[config.mk]
export PLATFORM = sky130hd
export DESIGN_NAME = pwm_gen
export DESIGN_NICKNAME = d
export VERILOG_FILES = /design/src/rtl/pwm_pkg.sv /design/src/rtl/cnt_watch.sv /design/src/rtl/pwm_gen.sv
export SDC_FILE = /design/constraint.sdc
export NUM_CORES = 1
export LEC_CHECK = 0
export CAP_MARGIN = 40
export CORE_UTILIZATION = 40
export CTS_BUF_LIST = sky130_fd_sc_hd__clkbuf_8
export DETAILED_ROUTE_END_ITERATION = 6
export GPL_ROUTABILITY_DRIVEN = 0
export HOLD_SLACK_MARGIN = 0.02
export SLEW_MARGIN = 15
export SYNTH_ARGS = -nofsm -noshare
export SYNTH_HDL_FRONTEND = slang
export SYNTH_SLANG_ARGS = --single-unit
[constraint.sdc]
create_clock -name clk -period 5.8 [get_ports clk]
set_input_delay 0.87 -clock clk [delete_from_list [all_inputs] [get_ports clk]]
set_output_delay 0.87 -clock clk [all_outputs]
set_load 0.01 [all_outputs]
[src/rtl/pwm_pkg.sv]
// Shared types and constants for the PWM generator and its counter watcher.
package pwm_pkg;

  localparam int CNT_W = 4;
  localparam logic [CNT_W-1:0] CNT_MAX = 4'hF;

  typedef enum logic [1:0] {
    IDLE = 2'd0,
    ARM  = 2'd1,
    RUN  = 2'd2,
    STOP = 2'd3
  } state_t;

  function automatic logic isGenerating(input state_t s);
    return (s == RUN) || (s == STOP);
  endfunction

endpackage

[src/rtl/cnt_watch.sv]
// Watches the upstream counter: flags period boundaries and illegal count steps.
module cnt_watch
  import pwm_pkg::*;
(
  input  logic             clk,
  input  logic             rst,
  input  logic [CNT_W-1:0] count,
  output logic             boundary,
  output logic             seq_violation
);

  logic [CNT_W-1:0] r_prev_count;
  logic [CNT_W-1:0] w_next_expected;

  always_ff @(posedge clk) begin
    if (rst) begin
      r_prev_count <= '0;
    end else begin
      r_prev_count <= count;
    end
  end

  always_comb begin
    w_next_expected = (r_prev_count == CNT_MAX) ? '0 : r_prev_count + 4'd1;
  end

  // A jump to zero is always legal: it is either a wrap or an upstream reset.
  assign boundary      = (count == '0) && (r_prev_count != '0);
  assign seq_violation = (count != w_next_expected) && (count != '0);

endmodule

[src/rtl/pwm_gen.sv]
// PWM generator locked to an external free-running 4-bit counter, with a
// shadowed duty register that only takes effect at period boundaries.
module pwm_gen
  import pwm_pkg::*;
(
  input  logic             clk,
  input  logic             rst,
  input  logic [CNT_W-1:0] count,
  input  logic             en,
  input  logic [CNT_W-1:0] duty_in,
  input  logic             duty_valid,
  output logic             duty_ready,
  input  logic             clr_err,
  output logic             pwm_out,
  output logic             period_done,
  output logic             busy,
  output logic             seq_err
);

  state_t           r_state;
  state_t           w_next_state;
  logic [CNT_W-1:0] r_shadow;
  logic             r_full;
  logic [CNT_W-1:0] r_active_duty;
  logic             r_pwm_out;
  logic             r_period_done;
  logic             r_seq_err;
  logic             w_boundary;
  logic             w_seq_violation;
  logic             w_accept;
  logic             w_apply;
  logic [CNT_W-1:0] w_duty_cmp;
  logic             w_busy;

  cnt_watch u_cnt_watch (
    .clk           (clk),
    .rst           (rst),
    .count         (count),
    .boundary      (w_boundary),
    .seq_violation (w_seq_violation)
  );

  always_ff @(posedge clk) begin
    if (rst) begin
      r_state <= IDLE;
    end else begin
      r_state <= w_next_state;
    end
  end

  // A running period is never cut short: dropping en mid-period parks in STOP.
  always_comb begin
    w_next_state = r_state;
    unique case (r_state)
      IDLE: if (en) w_next_state = ARM;
      ARM: begin
        if (!en)             w_next_state = IDLE;
        else if (w_boundary) w_next_state = RUN;
      end
      RUN: begin
        if (w_boundary)      w_next_state = en ? RUN : IDLE;
        else if (!en)        w_next_state = STOP;
      end
      STOP: if (w_boundary) w_next_state = en ? RUN : IDLE;
      default:              w_next_state = IDLE;
    endcase
  end

  always_comb begin
    w_busy = (r_state != IDLE);
  end

  // Accept and apply are exclusive (one needs the shadow empty, the other full).
  assign w_accept   = duty_valid && !r_full;
  assign w_apply    = w_boundary && r_full && (w_next_state == RUN);
  assign w_duty_cmp = w_apply ? r_shadow : r_active_duty;

  always_ff @(posedge clk) begin
    if (rst) begin
      r_shadow      <= '0;
      r_full        <= 1'b0;
      r_active_duty <= '0;
      r_pwm_out     <= 1'b0;
      r_period_done <= 1'b0;
      r_seq_err     <= 1'b0;
    end else begin
      if (w_accept) begin
        r_shadow <= duty_in;
        r_full   <= 1'b1;
      end else if (w_apply) begin
        r_full   <= 1'b0;
      end
      if (w_apply) begin
        r_active_duty <= r_shadow;
      end
      r_pwm_out     <= isGenerating(w_next_state) && (count < w_duty_cmp);
      r_period_done <= w_boundary && isGenerating(r_state);
      if (w_seq_violation) begin
        r_seq_err <= 1'b1;
      end else if (clr_err) begin
        r_seq_err <= 1'b0;
      end
    end
  end

  assign duty_ready  = !r_full;
  assign pwm_out     = r_pwm_out;
  assign period_done = r_period_done;
  assign busy        = w_busy;
  assign seq_err     = r_seq_err;

endmodule

==> results of run 1 <==
-- routing by layer --
metal	wire length (um)	vias to the layer above	GRT usage
met3	73	2	0.0623
met4	14	0	0.0294
li1	-	356	-
met2	732	13	0.259
met1	858	308	0.211
met5	0	-	0
-- synth_stat cells --
cell type | number | area [um^2]
o21bai_1 | 1 | 7.51
mux2i_1 | 8 | 80.1
buf_1 | 1 | 3.75
nor3b_1 | 1 | 7.51
a31o_2 | 1 | 8.76
xnor2_1 | 2 | 17.5
o211ai_1 | 1 | 7.51
o2111ai_1 | 1 | 8.76
a21o_1 | 1 | 7.51
dfxtp_1 | 18 | 360
a41oi_1 | 1 | 8.76
xor2_1 | 2 | 17.5
a311oi_2 | 1 | 15.0
a21oi_1 | 5 | 25.0
or4_4 | 1 | 11.3
inv_1 | 7 | 26.3
and4b_1 | 1 | 10.0
a31oi_1 | 1 | 6.26
nor3_1 | 2 | 10.0
a311oi_1 | 2 | 17.5
nor2_1 | 12 | 45.0
a2111oi_0 | 1 | 8.76
nand2_1 | 1 | 3.75
clkbuf_1 | 2 | 7.51
nor2b_1 | 7 | 43.8
a211oi_1 | 2 | 15.0
ha_1 | 5 | 62.6
a211oi_4 | 1 | 20.0
o221ai_2 | 1 | 15.0
-- worst min-delay path by stage --
stage                             endpoint  cells after the start
after floorplan                r_shadow[1]                      2
after global placement    r_active_duty[0]                      2
after detailed placement  r_active_duty[3]                      2
after CTS                 r_active_duty[3]                      2
after global routing      r_active_duty[3]                      2
final                     r_active_duty[3]                      2
-- power breakdown --
part           switching (mW)  internal, mW  total [mW]
clock network          0.0402        0.0602       0.100
logic                  0.0167        0.0201      0.0368
registers             0.00416         0.128       0.133
-- flip-flops by register name (all words and copies together), names as in the netlist --
signal                    cells
r_state                       2
pwm_out                       1
u_cnt_watch.r_prev_count      4
period_done                   1
seq_err                       1
r_full                        1
r_shadow                      4
r_active_duty                 4
-- cells by family after synthesis --
logic type | after synthesis
compound gates | 20
xor+xnor | 4
simple gates | 25
mux | 8
fa+ha+maj | 5
flops | 18
buf+inv | 10
-- tightest hold or removal path: stages (launching register included) --
cell     delay, ps
dfxtp_1        310
mux2i_1         70
nor2_1          90
-- area by class of cell --
type                       instances  share of cell area
timing repair buffer              17               0.151
multi-input combinational         62               0.427
sequential                        18               0.320
tap                               27              0.0300
inverter                           7              0.0233
clock buffer                       4              0.0489
==> run_results.csv, run 1 <==
group,metric,value,unit
floorplan,start_util,0.434,
global_route,grt-ovfl-total,0,
finish,final_cell_mix,"dfxtp_1 (18), clkdlybuf4s50_1 (17), nor2_1 (12)",
yosys,synth_compound_area_frac,0.195,
clock_network,h-tree-depth,1,
drt,drt_iter0_drc,8,
drt,first_pass_iters,3,
finish,drive_above_1_share,0.0833,
critical_path,cp-start-kind,"primary input",
finish,seq_area,360,um^2
critical_path,rrSetupSlack,3350,ps
power_and_ir_drop,pwr_density_cell,240,nW/um^2
placed_design,place_inst,131,
global_route,grt_pass1_vias,676,
placed_design,placedInstanceArea,1070,um^2
drt,viasPerCell,5.03,
placed_design,pre_cts_slack,2100,ps
sta,min_period,3410,ps
finish,syn_to_final_growth,28.2,%
critical_path,crit_end,"pwm_out",
status,status,"finished, final reports clean",
finish,multiInputGateArea,480,um^2
yosys,ys_ff_latch,18,
clock_network,cts.sinks,18,
power_and_ir_drop,ir_drop,0.162,mV
drt,vias,679,
critical_path,crit_required,5960,ps
sta,postLayoutSetupSlackWorst,2390,ps
yosys,synthAdderAreaFrac,0.0712,
floorplan,ios,18,
placed_design,portBuffers,17,
global_route,grt_max_degree,19,
global_route,grt_pass1_wl,3000,um
critical_path,crit_start,"count[0]",
min_path,holdCritStartpoint,"r_active_duty[3]",
clock_network,tritoncts,"done",
yosys,synth_cells,90,
yosys,synth_nets,108,
clock_network,clk_pin_slew,70,ps
yosys,syn_avg_cell_area,9.76,um^2
sta,setup_viol_count_final,0,
finish,final_common_cell,"dfxtp_1",
finish,antenna_cells,0,
drt,drt-total-wl,1680,um
critical_path,path_buf_inv,1,
critical_path,r2r_start,"u_cnt_watch.r_prev_count[0]",
yosys,synthSimpleGateAreaFrac,0.150,
yosys,synthMuxAreaShare,0.0912,
clock_network,cts_buffers,3,
sta,hold_viol,0,
clock_network,clock_latency,250,ps
sta,fin_crit_sh,0.588,
critical_path,critPathMaxFanout,7,
sta,tightest_slew,690,ps
floorplan,fp.coreArea,2020,um^2
finish,layout.cells.non_filler,135,
critical_path,path_class,"in -> reg",
finish,final_util,0.557,
drt,ant_nets,0,
floorplan,die_h,48.9,um
clock_network,cts_resized,0,
sta,final_max_slew_viol_count,0,
yosys,synthXorXnorAreaFrac,0.0399,
sta,rsz0062_at_grt,"no",
drt,post-route-drc-count,0,
clock_network,cts-root-buf,"clkbuf_8",
clock_network,cts_setup_buffers,0,
power_and_ir_drop,total_power,0.270,mW
yosys,synth_warnings,0,
floorplan,die_width,48.9,um
yosys,synth_top_family_by_area,"compound AO/OA/AOI/OAI gates",
drt,drt-wirelength-per-cell,12.4,um
sta,fin_tns_setup,0,ps
critical_path,cp.depth,8,
global_route,antenna_found_initial,0,
power_and_ir_drop,p_leak,0.412,nW
critical_path,reg2reg_to,"pwm_out",
critical_path,critical-path-top-delay-family,"compound AO/OA/AOI/OAI gates",
yosys,syn_area,878,um^2
critical_path,max_stage_delay,610,ps
yosys,yosysUniqueCellTypes,29,
sta,final.setup_skew,1.20,ps
global_route,track_usage,0.163,
sta,timing.hold.ws,500,ps
sta,slew_headroom,0.539,
critical_path,worstPathCellList,"clkdlybuf4s50_1 > or4_4 > a211oi_4 > mux2i_1 > ha_1 > a211oi_1 > o221ai_2 > a311oi_2",
flow_run,drv_cap,0,
floorplan,fp.dieArea,2390,um^2
finish,nNetsFinal,127,
critical_path,worstRegToRegCells,8,
clock_network,cts.path.max_buffers,2,
critical_path,slowest_stage,"or4_4",
critical_path,cp-end-kind,"flip-flop",
yosys,synth_seq_area_share,0.410,
min_path,hp-class,"reg -> reg",
critical_path,critPathArrivalTime,3570,ps
finish,fillers,190,
sta,max_freq,293,MHz
floorplan,row_count,16,
placed_design,place_hpwl,1250,um
finish,finalInstanceArea,1130,um^2
clock_network,hold_buffers,0,
Power figures use the tool's default switching activity.
==> inputs of run 2 (changes only) <==
--- a/config.mk
+++ b/config.mk
@@ -11,6 +11,7 @@
 export DETAILED_ROUTE_END_ITERATION = 6
 export GPL_ROUTABILITY_DRIVEN = 0
 export HOLD_SLACK_MARGIN = 0.02
+export PLACE_DENSITY = 0.67
 export SLEW_MARGIN = 15
 export SYNTH_ARGS = -nofsm -noshare
 export SYNTH_HDL_FRONTEND = slang
==> constraint.sdc (replaced) <==
create_clock -name clk -period 2.8 [get_ports clk]
set_input_delay 0.42 -clock clk [delete_from_list [all_inputs] [get_ports clk]]
set_output_delay 0.42 -clock clk [all_outputs]
set_load 0.01 [all_outputs]
==> run_results.csv, run 2 (synthesis gave the netlist of run 1 again) <==
group,metric,value,unit
critical_path,worstRegToRegCells,8,
sta,slew_headroom,0.632,
sta,setup_viol_count_final,0,
finish,final_cell_mix,"dfxtp_1 (18), clkdlybuf4s50_1 (17), buf_4 (14)",
clock_network,cts-root-buf,"clkbuf_8",
finish,fillers,188,
drt,post-route-drc-count,0,
sta,tightest_slew,551,ps
clock_network,cts.sinks,18,
placed_design,placedInstanceArea,1180,um^2
clock_network,tritoncts,"done",
finish,top_regs,"r_active_duty: 4 flops, r_shadow: 4 flops, u_cnt_watch.r_prev_count: 4 flops",
critical_path,crit_required,2970,ps
sta,final.setup_skew,3.67,ps
finish,drive_above_1_share,0.189,
power_and_ir_drop,total_power,0.576,mW
critical_path,cp-start-kind,"primary input",
finish,finalInstanceArea,1230,um^2
finish,syn_to_final_growth,40.2,%
global_route,grt_pass1_vias,750,
status,status,"finished, final reports clean",
critical_path,max_stage_delay,570,ps
floorplan,die_h,48.9,um
drt,met2_length,1030,um
critical_path,critPathMaxFanout,2,
placed_design,pre_cts_slack,-130,ps
clock_network,cts.path.max_buffers,2,
finish,multiInputGateArea,480,um^2
drt,viasPerCell,5.21,
finish,nNetsFinal,141,
clock_network,cts_resized,0,
global_route,track_usage,0.184,
critical_path,crit_end,"pwm_out",
drt,drt_iter0_drc,18,
finish,final_common_cell,"dfxtp_1",
sta,postLayoutSetupSlackWorst,165,ps
clock_network,clk_pin_slew,70,ps
drt,highest_layer,"met4",
sta,timing.hold.ws,510,ps
finish,antenna_cells,0,
min_path,hp-class,"reg -> reg",
power_and_ir_drop,p_leak,0.478,nW
critical_path,r2r_start,"u_cnt_watch.r_prev_count[0]",
power_and_ir_drop,pwr_density_cell,468,nW/um^2
drt,vias,777,
sta,rsz0062_at_grt,"no",
clock_network,cts_setup_buffers,0,
sta,max_freq,380,MHz
floorplan,ios,18,
flow_run,drv_cap,0,
critical_path,critPathArrivalTime,2810,ps
global_route,antenna_found_initial,0,
sta,fin_tns_setup,0,ps
global_route,grt_pass1_wl,3270,um
drt,first_pass_iters,4,
floorplan,fp.coreArea,2020,um^2
clock_network,h-tree-depth,1,
clock_network,cts_buffers,3,
placed_design,place_hpwl,1580,um
critical_path,crit_start,"count[0]",
critical_path,worstPathCellList,"clkdlybuf4s50_1 > or4_4 > a211oi_4 > mux2i_1 > ha_1 > a211oi_1 > o221ai_2 > a311oi_2",
global_route,grt_max_degree,18,
drt,ant_nets,0,
placed_design,portBuffers,17,
floorplan,die_width,48.9,um
floorplan,start_util,0.434,
critical_path,reg2reg_to,"pwm_out",
sta,hold_viol,0,
clock_network,clock_latency,260,ps
critical_path,rrSetupSlack,530,ps
sta,min_period,2630,ps
clock_network,hold_buffers,0,
sta,fin_crit_sh,0.941,
drt,route.met3.wl,64,um
floorplan,fp.dieArea,2390,um^2
finish,seq_area,360,um^2
critical_path,slowest_stage,"or4_4",
sta,final_max_slew_viol_count,0,
drt,drt-met1-wl,848,um
floorplan,row_count,16,
power_and_ir_drop,ir_drop,0.230,mV
critical_path,cp-end-kind,"flip-flop",
drt,drt-total-wl,1970,um
critical_path,path_class,"in -> reg",
global_route,grt-ovfl-total,0,
drt,drt-wirelength-per-cell,13.2,um
==> run 2: cell count changes in the layout (fill, tap and decap cells not counted), sizes merged <==
cell / before / now
buf: 0 / 14
==> run 2: cell type report <==
cell class,instances,share of cell area
repair buffers,31,0.224
multi-input cells,62,0.390
clock buffers,4,0.0447
flip-flops and latches,18,0.293
inverters,7,0.0213
well taps,27,0.0274
==> run 2: routing by layer <==
layer	track usage	vias to the layer above
met5	0	-
met4	0.103	0
met3	0.0405	5
met2	0.324	19
met1	0.202	368
li1	-	385
==> run 2: per-stage QoR <==
stage / util / cells
2_1_floorplan: - / 90
3_3_place_gp: 0.582 / 145
3_5_place_dp: 0.582 / 145
4_1_cts: 0.609 / 149
5_1_grt: 0.609 / 149
6_report: 0.609 / 149
==> run 2: worst min-delay path by stage <==
stage | start | to | slack, ps | cells after the start
floorplan | r_shadow[1] | r_shadow[1] | 460 | 2
global placement | r_shadow[0] | r_active_duty[0] | 480 | 2
detailed placement | r_shadow[0] | r_active_duty[0] | 500 | 2
CTS | r_shadow[3] | r_shadow[3] | 520 | 2
global route | r_shadow[1] | r_shadow[1] | 550 | 2
finish | r_shadow[3] | r_shadow[3] | 510 | 2
==> run 2: worst max-delay path: cells and delay by family <==
kind            cells  cell delay, ps
compound gates      4             820
fa+ha+maj           1             290
buf+inv             1             430
mux                 1             280
simple gates        1             570
==> run 2: report_power, final <==
part	leakage (nW)	switching (mW)	internal [mW]
sequential	0.148	0.00874	0.266
clock	0.0288	0.0888	0.125
combinational	0.302	0.0387	0.0493
total	0.478	0.136	0.440
==> inputs of run 3 (changes only) <==
--- a/config.mk
+++ b/config.mk
@@ -6,6 +6,7 @@
 export NUM_CORES = 1
 export LEC_CHECK = 0
 export CAP_MARGIN = 40
+export CORE_MARGIN = 4
 export CORE_UTILIZATION = 40
 export CTS_BUF_LIST = sky130_fd_sc_hd__clkbuf_8
 export DETAILED_ROUTE_END_ITERATION = 6
==> run_results.csv, run 3 (synthesis gave the netlist of run 1 again) <==
group,metric,value,unit
status,status,"finished, final reports clean",
drt,drt_iter0_drc,8,
floorplan,fp.dieArea,3010,um^2
finish,drive_above_1_share,0.228,
clock_network,tritoncts,"done",
clock_network,h-tree-depth,1,
sta,slew_headroom,0.685,
flow_run,drv_cap,0,
floorplan,fp.coreArea,2020,um^2
clock_network,clock_latency,250,ps
power_and_ir_drop,total_power,0.569,mW
sta,timing.hold.ws,514,ps
power_and_ir_drop,p_clk_frac,0.363,
finish,final_cell_mix,"dfxtp_1 (18), clkdlybuf4s50_1 (16), buf_4 (14)",
clock_network,cts.path.max_buffers,2,
global_route,track_usage,0.143,
finish,top_regs,"r_active_duty: 4 flops, r_shadow: 4 flops, u_cnt_watch.r_prev_count: 4 flops",
finish,final_util,0.624,
power_and_ir_drop,combPwrFrac,0.153,
clock_network,cts_buffers,3,
drt,drt-wirelength-per-cell,13.4,um
sta,final_max_slew_viol_count,0,
floorplan,die_h,54.9,um
critical_path,critPathArrivalTime,2960,ps
power_and_ir_drop,p_leak,0.497,nW
power_and_ir_drop,pwr-share-seq,0.484,
global_route,antenna_found_initial,0,
floorplan,row_count,16,
power_and_ir_drop,intPower,0.440,mW
min_path,hp-class,"reg -> reg",
sta,fin_crit_sh,0.997,
floorplan,start_util,0.434,
finish,layout.cells.non_filler,150,
drt,ant_nets,0,
global_route,grt-ovfl-total,0,
clock_network,cts.sinks,18,
critical_path,crit_required,2960,ps
sta,tightest_slew,471,ps
critical_path,cp-start-kind,"primary input",
sta,max_freq,358,MHz
clock_network,clk_pin_slew,70,ps
critical_path,critPathMaxFanout,3,
sta,setup_viol_count_final,0,
sta,fin_tns_setup,0,ps
clock_network,hold_buffers,0,
drt,post-route-drc-count,0,
floorplan,ios,18,
sta,final.setup_skew,3.53,ps
critical_path,path_class,"in -> reg",
finish,syn_to_final_growth,43.6,%
sta,min_period,2790,ps
clock_network,cts-root-buf,"clkbuf_8",
power_and_ir_drop,pwr_density_cell,451,nW/um^2
drt,first_pass_iters,4,
global_route,grt_pass1_vias,710,
finish,nNetsFinal,142,
critical_path,cp-end-kind,"flip-flop",
global_route,grt_max_degree,18,
finish,final_common_cell,"dfxtp_1",
placed_design,place_inst,142,
power_and_ir_drop,switching_power,0.129,mW
drt,drt-total-wl,2010,um
floorplan,die_width,54.9,um
power_and_ir_drop,swShare,0.226,
drt,vias,743,
finish,antenna_cells,0,
global_route,grt_pass1_wl,3040,um
sta,hold_viol,0,
placed_design,place_hpwl,1490,um
power_and_ir_drop,ir_drop,0.340,mV
placed_design,portBuffers,17,
drt,viasPerCell,4.95,
-- run 3: critical path: stages --
cell and delay [ps]:
clkdlybuf4s50_1 440, or4_4 550, a211oi_4 350, buf_4 180
mux2i_2 220, ha_1 280, a31o_2 250, a311oi_2 260
-- run 3: path summary, 6_finish.rpt --
| path | start | endpoint | slack (ps) | cells after the start |
|---|---|---|---|---|
| min reg2reg | r_active_duty[0] | r_active_duty[0] | 510 | 2 |
| min | r_active_duty[0] | r_active_duty[0] | 510 | 2 |
| max | count[1] | pwm_out | 8 | 8 |
| max reg2reg | u_cnt_watch.r_prev_count[0] | pwm_out | 420 | 8 |
-- run 3: repair_timing --
action / in CTS / in global routing
setup buffers: 0 / 4
setup endpoints to repair: 0 / 1
resized for setup: 0 / 6
-- run 3: stage by stage --
| step | area, um^2 | setup slack [ps] |
|---|---|---|
| 3_3_place_gp | 1150 | -59.6 |
| 2_1_floorplan | 878 | 300 |
| 4_1_cts | 1210 | 103 |
| 3_5_place_dp | 1150 | -157 |
| 5_1_grt | 1260 | -26.8 |
| 6_report | 1260 | 8.42 |
-- run 3: power by group through the flow --
stage | registers (mW) | clock network [mW] | logic, mW
final | 0.276 | 0.207 | 0.0871
after detailed placement | 0.281 | 0 | 0.0867
after CTS | 0.275 | 0.213 | 0.0870
after global routing | 0.276 | 0.224 | 0.0961
after floorplan | 0.278 | 0 | 0.0432
after global placement | 0.280 | 0 | 0.0853
-- run 3: layout make-up --
type / instances / area, um^2
flip-flops and latches: 18 / 360
clock buffers: 4 / 55.1
repair buffers: 32 / 289
inverters: 7 / 26.3
well taps: 27 / 33.8
fillers: 177 / 761
multi-input cells: 62 / 497
-- run 3: metal layers --
metal,GRT usage,vias up,share of wire
met5,0,-,0
met2,0.256,16,0.50
met1,0.160,339,0.44
met4,0.0373,0,0.0035
met3,0.0490,2,0.053
li1,-,386,-
